$ cat src/rtl/st_timing_adt_pkg.sv
// Shared types and helpers for the ST timing FIFO adapter.
// Optional overflow logic is enabled by ST_TIMING_ADT_OVF_EN.
package st_timing_adt_pkg;

  localparam int RL_MAX = 1;

  function automatic int clog2(input int unsigned v);
    int r;
    r = 0;
    for (int i = 0; i < 32; i++)
      if ((32'd1 << i) < v) r = i + 1;
    return r;
  endfunction

  function automatic int lvl_w(input int unsigned depth);
    return clog2(depth) + 1;
  endfunction

endpackage

$ cat src/rtl/st_timing_fifo_adapter_if.sv
// Streaming bundle between the non-backpressurable source and the sink.
// slave: the adapter's view; master: the driving environment's view.
interface st_timing_fifo_adapter_if #(
  parameter int DATA_WIDTH = 8
);
  logic                  in_valid;
  logic [DATA_WIDTH-1:0] in_data;
  logic                  out_valid;
  logic [DATA_WIDTH-1:0] out_data;
  logic                  out_ready;

  modport slave (
    input  in_valid, in_data, out_ready,
    output out_valid, out_data
  );

  modport master (
    output in_valid, in_data, out_ready,
    input  out_valid, out_data
  );
endinterface

$ cat src/rtl/st_timing_adt_ram.sv
// Adapter storage: one write port, one asynchronous read port.
// Kept apart so a registered-read RAM with bypass can replace it.
module st_timing_adt_ram
  import st_timing_adt_pkg::*;
#(
  parameter int DATA_WIDTH = 8,
  parameter int DEPTH      = 16
) (
  input  logic                      clk,
  input  logic                      we,
  input  logic [clog2(DEPTH)-1:0]   waddr,
  input  logic [DATA_WIDTH-1:0]     wdata,
  input  logic [clog2(DEPTH)-1:0]   raddr,
  output logic [DATA_WIDTH-1:0]     rdata
);

  logic [DATA_WIDTH-1:0] mem [DEPTH];

  always_ff @(posedge clk)
    if (we) mem[waddr] <= wdata;

  assign rdata = mem[raddr];

endmodule

$ cat src/rtl/st_timing_fifo_adapter.sv
// Avalon-ST timing adapter: buffers an unstallable source for a sink
// with ready latency 0 or 1. Sticky overflow under ST_TIMING_ADT_OVF_EN.
module st_timing_fifo_adapter
  import st_timing_adt_pkg::*;
#(
  parameter int DATA_WIDTH        = 8,
  parameter int DEPTH             = 16,
  parameter int OUT_READY_LATENCY = 0
) (
  input  logic                   clk,
  input  logic                   reset_n,
  st_timing_fifo_adapter_if.slave st,
  output logic [clog2(DEPTH):0]  fill_level,
  output logic                   overflow,
  input  logic                   clear_overflow
);

  localparam int AW = clog2(DEPTH);
  localparam int CW = lvl_w(DEPTH);

  typedef logic [DATA_WIDTH-1:0] beat_t;

  logic [AW-1:0] rd_ptr;
  logic [AW-1:0] wr_ptr;
  logic [CW-1:0] count;
  logic          empty;
  logic          full;
  logic          push;
  logic          pop;
  logic          drop;
  beat_t         rd_data;

  if (OUT_READY_LATENCY < 0 || OUT_READY_LATENCY > RL_MAX) begin : g_bad_rl
    $error("OUT_READY_LATENCY must be 0 or 1");
  end

  assign empty = (count == '0);
  assign full  = (count == CW'(DEPTH));

  if (OUT_READY_LATENCY == 0) begin : g_rl0
    assign pop          = st.out_ready & ~empty;
    assign st.out_valid = ~empty;
  end else begin : g_rl1
    logic rdy_d;
    always_ff @(posedge clk or negedge reset_n)
      if (!reset_n) rdy_d <= 1'b0;
      else          rdy_d <= st.out_ready;
    // Valid only where the sink promised acceptance a cycle earlier.
    assign pop          = rdy_d & ~empty;
    assign st.out_valid = pop;
  end

  assign push = st.in_valid & (~full | pop);
  assign drop = st.in_valid & full & ~pop;

  always_ff @(posedge clk or negedge reset_n) begin
    if (!reset_n) begin
      rd_ptr <= '0;
      wr_ptr <= '0;
      count  <= '0;
    end else begin
      if (push) wr_ptr <= wr_ptr + 1'b1;
      if (pop)  rd_ptr <= rd_ptr + 1'b1;
      case ({push, pop})
        2'b10:   count <= count + 1'b1;
        2'b01:   count <= count - 1'b1;
        default: count <= count;
      endcase
    end
  end

  st_timing_adt_ram #(
    .DATA_WIDTH (DATA_WIDTH),
    .DEPTH      (DEPTH)
  ) u_ram (
    .clk   (clk),
    .we    (push),
    .waddr (wr_ptr),
    .wdata (st.in_data),
    .raddr (rd_ptr),
    .rdata (rd_data)
  );

  assign st.out_data = rd_data;
  assign fill_level  = count;

`ifdef ST_TIMING_ADT_OVF_EN
  // A drop outranks a simultaneous clear.
  always_ff @(posedge clk or negedge reset_n)
    if (!reset_n)            overflow <= 1'b0;
    else if (drop)           overflow <= 1'b1;
    else if (clear_overflow) overflow <= 1'b0;
`else
  logic unused_ovf;
  assign unused_ovf = clear_overflow ^ drop;
  assign overflow   = 1'b0;
`endif

endmodule
$ cat src/flat_wrapper.sv
// flat-port wrapper written by rule: the top's interface ports become plain ports
module st_timing_fifo_adapter_flat import st_timing_adt_pkg::*;
#(
  parameter int DATA_WIDTH        = 8,
  parameter int DEPTH             = 16,
  parameter int OUT_READY_LATENCY = 0
)
  (clk, reset_n, fill_level, overflow, clear_overflow, st_in_valid, st_in_data, st_out_ready, st_out_valid, st_out_data);
  st_timing_fifo_adapter_if #(.DATA_WIDTH(DATA_WIDTH)) st_i ();
  input  logic clk;
  input  logic reset_n;
  output logic [clog2(DEPTH):0] fill_level;
  output logic overflow;
  input  logic clear_overflow;
  input wire logic [$bits(st_i.in_valid)-1:0] st_in_valid;
  input wire logic [$bits(st_i.in_data)-1:0] st_in_data;
  input wire logic [$bits(st_i.out_ready)-1:0] st_out_ready;
  output wire logic [$bits(st_i.out_valid)-1:0] st_out_valid;
  output wire logic [$bits(st_i.out_data)-1:0] st_out_data;
  assign st_i.in_valid = st_in_valid;
  assign st_i.in_data = st_in_data;
  assign st_i.out_ready = st_out_ready;
  assign st_out_valid = st_i.out_valid;
  assign st_out_data = st_i.out_data;
  st_timing_fifo_adapter #(.DATA_WIDTH(DATA_WIDTH), .DEPTH(DEPTH), .OUT_READY_LATENCY(OUT_READY_LATENCY)) u_core (.clk(clk), .reset_n(reset_n), .st(st_i), .fill_level(fill_level), .overflow(overflow), .clear_overflow(clear_overflow));
endmodule
$ cat config.mk
export PLATFORM = sky130hd
export DESIGN_NAME = st_timing_fifo_adapter_flat
export DESIGN_NICKNAME = d
export VERILOG_FILES = /design/src/rtl/st_timing_adt_pkg.sv /design/src/rtl/st_timing_fifo_adapter_if.sv /design/src/rtl/st_timing_adt_ram.sv /design/src/rtl/st_timing_fifo_adapter.sv /design/src/flat_wrapper.sv
export SDC_FILE = /design/constraint.sdc
export NUM_CORES = 1
export LEC_CHECK = 0
export ABC_AREA = 1
export BUFFER_PORTS_ARGS = -buffer_cell sky130_fd_sc_hd__buf_4
export CAP_MARGIN = 20
export CELL_PAD_IN_SITES_DETAIL_PLACEMENT = 0
export CELL_PAD_IN_SITES_GLOBAL_PLACEMENT = 1
export CORE_MARGIN = 4
export CORE_UTILIZATION = 45
export CTS_BUF_LIST = sky130_fd_sc_hd__clkbuf_2
export CTS_CLUSTER_SIZE = 25
export DETAILED_ROUTE_END_ITERATION = 10
export GPL_TIMING_DRIVEN = 1
export PLACE_DENSITY_LB_ADDON = 0.2
export SLEW_MARGIN = 20
export SYNTH_ARGS = -nofsm -noshare
export SYNTH_HDL_FRONTEND = slang
export SYNTH_SLANG_ARGS = --single-unit
$ cat constraint.sdc
create_clock -name clk -period 3.32 [get_ports clk]
set_input_delay 0.664 -clock clk [delete_from_list [all_inputs] [get_ports clk]]
set_output_delay 0.664 -clock clk [all_outputs]
set_load 0.01 [all_outputs]
Yosys cells after proc, flatten, opt, wreduce, memory -nomap -nowiden

Memory sizes are Yosys's and may differ from the RTL's.
Index checks and enable logic that the tools add are counted.

Flip-flop bits (word level): 13
Memories kept: 1
Input port bits: 13
Memory bits (writable): 128

Bitwise operators: 5
Muxes and demuxes: 3
Reduce and logical (&&, ||, !) cells: 2
Equality and inequality tests: 3
Add/subtract/negate cells: 4

Memories:

| memory           | words | bits a word | read ports | clocked after Yosys merged registers in | wr ports | line                    | source |
|---|---|---|---|---|---|---|---|
| u_core.u_ram.mem | 16    | 8           | 1          | 0                                       | 1        | st_timing_adt_ram.sv:17 | `logic [DATA_WIDTH-1:0] mem [DEPTH];` |

Operator list:

| kind                | number |
|---|---|
| $pmux 5 s2          | 1 |
| $add 4x1->4 const B | 2 |
| $add 5x1->5 const B | 1 |
| $eq 5x5->1 const B  | 1 |
| $logic_not 5->1     | 1 |
| $sub 5x1->5 const B | 1 |
| $and 1x1->1         | 2 |
| $eq 2x1->1 const B  | 1 |
| $eq 2x2->1 const B  | 1 |
| $mux 1              | 2 |
| $not 1->1           | 2 |
| $reduce_bool 2->1   | 1 |
| $or 1x1->1          | 1 |

Depth between registers and ports, before layout

Word-level depth: 7
Mapped depth: 14
Mapped depth without buffers: 14

Modules after synthesis

A second synthesis with hierarchy kept.

Cell total of the unflattened synthesis: 636
Area, all modules: 6389.9 µm²

Modules (own cells, without submodules):

| module                 | cells an instance | instances | area an instance (µm²) |
|---|---|---|---|
| st_timing_adt_ram      | 543               | 1         | 5606.6 |
| st_timing_fifo_adapter | 93                | 1         | 783.3 |

Least setup slack after synthesis

Ideal clock, no wire load.

Kind: register to register
Start point: register u_core.count[1], in the netlist u_core.fill_level[1]
End point: register u_core.count[4], in the netlist u_core.fill_level[4]
Arrival: 1.837 ns
Required time: 3.207 ns
Setup slack: 1.370 ns
Path buffers: 0
Setup time: 0.113 ns
Cell stages (with the launch flop): 14
Cell sequence: dfrtp_1 > nor2_2 > nand3_2 > nand2_2 > inv_2 > nand2_4 > inv_1 > ha_1 > a21oi_1 > nand3_1 > nand2_1 > nand3_1 > nand2_1 > inv_1

Longest elaborated chain between the ends: 7
Elaborated cells on any way between the ends: 13
Those cells by class: add/sub (2); eq/ne (3); mux (1); bitwise (5); reduce/logical (2)

Ends and longest elaborated chain:

| element                                                | line                         | source |
|---|---|---|
| from (decl)                                            | st_timing_fifo_adapter.sv:25 | `logic [CW-1:0] count;` |
| from (signal assigned)                                 | st_timing_fifo_adapter.sv:65 | `2'b10: count <= count + 1'b1;` |
| from (signal assigned)                                 | st_timing_fifo_adapter.sv:66 | `2'b01: count <= count - 1'b1;` |
| from (signal assigned)                                 | st_timing_fifo_adapter.sv:67 | `default: count <= count;` |
| $logic_not 5->1 (*)                                    | st_timing_fifo_adapter.sv:37 | `assign empty = (count == '0);` |
| $not 1->1 (*)                                          | -                            |  |
| via st_out_valid                                       | flat_wrapper.sv:18           | `output wire logic [$bits(st_i.out_valid)-1:0] st_out_valid;` |
| $and 1x1->1 (*)                                        | st_timing_fifo_adapter.sv:41 | `assign pop = st.out_ready & ~empty;` |
| $or 1x1->1                                             | st_timing_fifo_adapter.sv:53 | `assign push = st.in_valid & (~full \| pop);` |
| $and 1x1->1                                            | st_timing_fifo_adapter.sv:53 |  |
| $eq 2x1->1 / $eq 2x2->1 (equally long branches)        | st_timing_fifo_adapter.sv:64 | `case ({push, pop})` |
| $pmux 5 s2 / $reduce_bool 2->1 (equally long branches) | -                            |  |

Mark *: on every way through the listed nets, which the timed path passes. The rest lies on a longest branch.
A chain may end at the register's enable or synchronous reset.

Worst setup path after layout

Start point: register u_core.rd_ptr[2]
End point: output port st_out_data[3]

Longest elaborated chain between the ends: 1

Ends and longest elaborated chain:

| element                | line                         | source |
|---|---|---|
| from (decl)            | st_timing_fifo_adapter.sv:23 | `logic [AW-1:0] rd_ptr;` |
| from (signal assigned) | st_timing_fifo_adapter.sv:63 | `if (pop) rd_ptr <= rd_ptr + 1'b1;` |
| $mem_v2 16x8           | -                            |  |
| to (decl)              | flat_wrapper.sv:19           | `output wire logic [$bits(st_i.out_data)-1:0] st_out_data;` |

No other way between the ends.

==> key figures <==
Clock tree
  • Buffer count from post-CTS setup fixing: 0
  • Number of buffers created by CTS: 17
  • Clock sinks: 141
  • Worst skew pair latency: 0.66 ns
  • Clock Root Buffer: clkbuf_2
  • H-tree depth reported by CTS: 4
  • Reg clk slew, reported paths: 0.19 ns
  • Worst-case clock buffer depth: 2
  • TritonCTS clock tree: built

Route
  • Post-DRT Antenna Nets: 0
  • Vias post-DR: 3753
  • WL final: 13.0 mm
  • Drt pass-1 iters: 5
  • Vias per cell: 5.31
  • Routed WL per cell: 18.4 um
  • Drt initial violations: 349
  • # DRC: 0

Critical path
  • CP Launch Type: flop
  • Cell count along the critical path: 5
  • Maximum fanout along the worst path: 17
  • Slowest CP cell: clkinv_1
  • WP data required: 2.66 ns
  • R2r setup slk: 1.17 ns
  • Setup CP Type: flop to output port
  • CP Buf/Inv Count: 2
  • Crit end category: output port
  • CP arrival: 2.44 ns
  • Path depth of the worst reg2reg path: 13
  • Setup crit end: st_out_data[3]
  • FF-to-FF Start: u_core.fill_level[1]
  • Worst setup path start: u_core.rd_ptr[2]
  • Cells along the critical path: clkinv_1, o211ai_1, nand3_1, nand2_1, buf_4
  • Worst reg2reg path endpoint: u_core.fill_level[4]
  • CP max stage delay: 0.56 ns
  • Delay-heaviest family, CP: buffers and inverters

Synthesis
  • Area share of the largest cell type after synthesis: 63.6%
  • Cell Area, Synth: 0.00604 mm^2
  • Sequential area share after synthesis: 69.0%
  • Synth warn: 0
  • Synth top cells by count: edfxtp_1, nor2_1, o21ai_0
  • Leading area contributor after synthesis: edfxtp_1
  • Synth Net Count: 512
  • Synthesized instance count: 490
  • Most common cell in the netlist: edfxtp_1
  • Dominant synthesized flop cell: edfxtp_1
  • Async set-reset flop share out of synthesis: 9.22%
  • Post-synth EDFFs: 128
  • Largest cells by area after synthesis: edfxtp_1, nor2_1, dfrtp_1
  • Avg Cell Area, Syn: 12.3 um^2
  • Yosys reg bits: 141
  • Count of cell types in the netlist: 32

STA
  • Hold slack: 0.296 ns
  • Clk_skew: 0.0147 ns
  • Setup WS post-layout: 0.215 ns
  • Max Fclk: 322 MHz
  • Crit share post-route: 93.5%
  • Worst-Margin Slew: 0.811 ns
  • Setup TNS: 0 ns
  • Fin. Hold Viols: 0
  • Min Tclk post-route: 3.11 ns
  • Final setup fails: 0
  • Final Max Slew Viols: 0
  • Slew HR: 45.8%

Place
  • Post-DP HPWL: 8.08 mm
  • IO buf count: 25
  • Placed cell area: 0.00636 mm^2
  • RD Place Congestion: 0.774
  • Inst Count DP: 675
  • Pre-CTS setup slack: 0.762 ns

Die
  • DIE WIDTH: 124 um
  • Die Y: 124 um
  • Die ar.: 0.0153 mm^2
  • Num rows: 42
  • Initial Utilization: 45.8%
  • Core area: 0.0132 mm^2
  • I/O pins: 28

Global route
  • Largest net degree at the start of global routing: 74
  • Vias in the first global route: 3791
  • Overflow after GRT: 0
  • Initial antenna violation count: 0
  • First-pass GRT wire length: 20.5 mm
  • Tot GR Track Use: 18.4%

Power and ir drop
  • Power Dens Cells: 842 mW/mm^2
  • P_leak: 2.35 nW
  • Max rail drop VDD: 344 uV

Finish
  • Final Non-Filler Cells: 707
  • Ant diodes: 0
  • NumNets Final: 541
  • Layout area overhead: 10.9%
  • Fraction of layout cells with a size suffix above 1: 17.3%
  • Final Cell Area: 0.00670 mm^2

Flow run
  • Max Cap Violations: 0

Worst hold path
  • Hold crit path type: input port to flop

Status
  • Outcome: finished, final reports clean
==> per-layer routing <==
| metal | global-route usage, % | vias up | wire length, um | share of wire (%) |
|---|---|---|---|---|
| met2 | 29.9 | 99 | 6250 | 48 |
| met1 | 24.5 | 1833 | 5920 | 46 |
| met3 | 4.13 | 17 | 607 | 4.7 |
| met5 | 0 | - | 0 | 0 |
| li1 | - | 1804 | - | - |
| met4 | 6.44 | 0 | 207 | 1.6 |
==> power breakdown <==
part / total (mW) / internal (mW) / switching (mW)
clock network: 1.23 / 0.645 / 0.584
logic: 2.08 / 0.741 / 1.34
registers: 2.33 / 2.17 / 0.160
total: 5.64 / 3.55 / 2.09
==> area by class of cell <==
type / instances / area (um^2)
clock buffers: 19 / 95.1
clock inverters: 12 / 219
fillers: 1189 / 6490
inverters: 23 / 91.3
multi-input cells: 299 / 1610
flip-flops and latches: 141 / 4170
well taps: 176 / 220
repair buffers: 37 / 287
==> metrics by stage <==
step                      util (%)  power (mW)
final                         50.8        5.64
after CTS                     50.7        5.70
after global routing          50.8        6.06
after global placement        48.2        4.41
after floorplan                  -        3.77
after detailed placement      48.2        4.46
==> cells by family (layout without fill, tap and decap cells) <==
kind of cell    after synthesis  after routing  synth area share [%]
compound gates              110            110                  10.5
xor+xnor                      9              9                  1.30
fa+ha+maj                     9              9                  1.99
buf+inv                      50             91                  4.29
flops                       141            141                  69.0
other cells                   1              1                0.0621
simple gates                170            170                  12.9
==> how the worst min path moves through the flow <==
stage,from,end,slack [ns],cells after the start
after floorplan,reset_n,u_core.fill_level[0],0.37,0
after global placement,reset_n,u_core.rd_ptr[0],0.53,1
after detailed placement,reset_n,u_core.fill_level[4],0.54,1
after CTS,st_in_data[2],u_core.u_ram.mem[0][2],0.20,1
after global routing,st_in_data[2],u_core.u_ram.mem[1][2],0.20,1
final,st_in_data[1],u_core.u_ram.mem[3][1],0.30,1
==> cells in the final DEF (no fill, tap or decap), types with 2 or more instances in the layout <==
master     instances
nor3_1             3
dfrtp_2            2
inv_2              2
clkinv_4           3
o21ai_0           65
nand3_1           22
buf_4             35
nand2_4            2
a21oi_1           12
dfrtp_1           11
nor2_1            92
xor2_1             8
o211ai_1          32
edfxtp_1         128
inv_1             18
clkinv_1           4
bufinv_16          6
clkbuf_2          19
ha_1               8
nand3_2            3
nor2_2            12
nand2_1           30
==> flip-flops by register name, indices dropped and copies added, names as in the netlist <==
signal             count
u_core.fill_level      5
u_core.u_ram.mem     128
u_core.wr_ptr          4
u_core.rd_ptr          4
==> repair_timing <==
action / CTS / global route
hold buffers: 1 / 0
setup endpoints to repair: 5 / 8
resized for setup: 1 / 4
hold endpoints to repair: 13 / 0
Note: power is estimated with default switching activity, not from simulation.
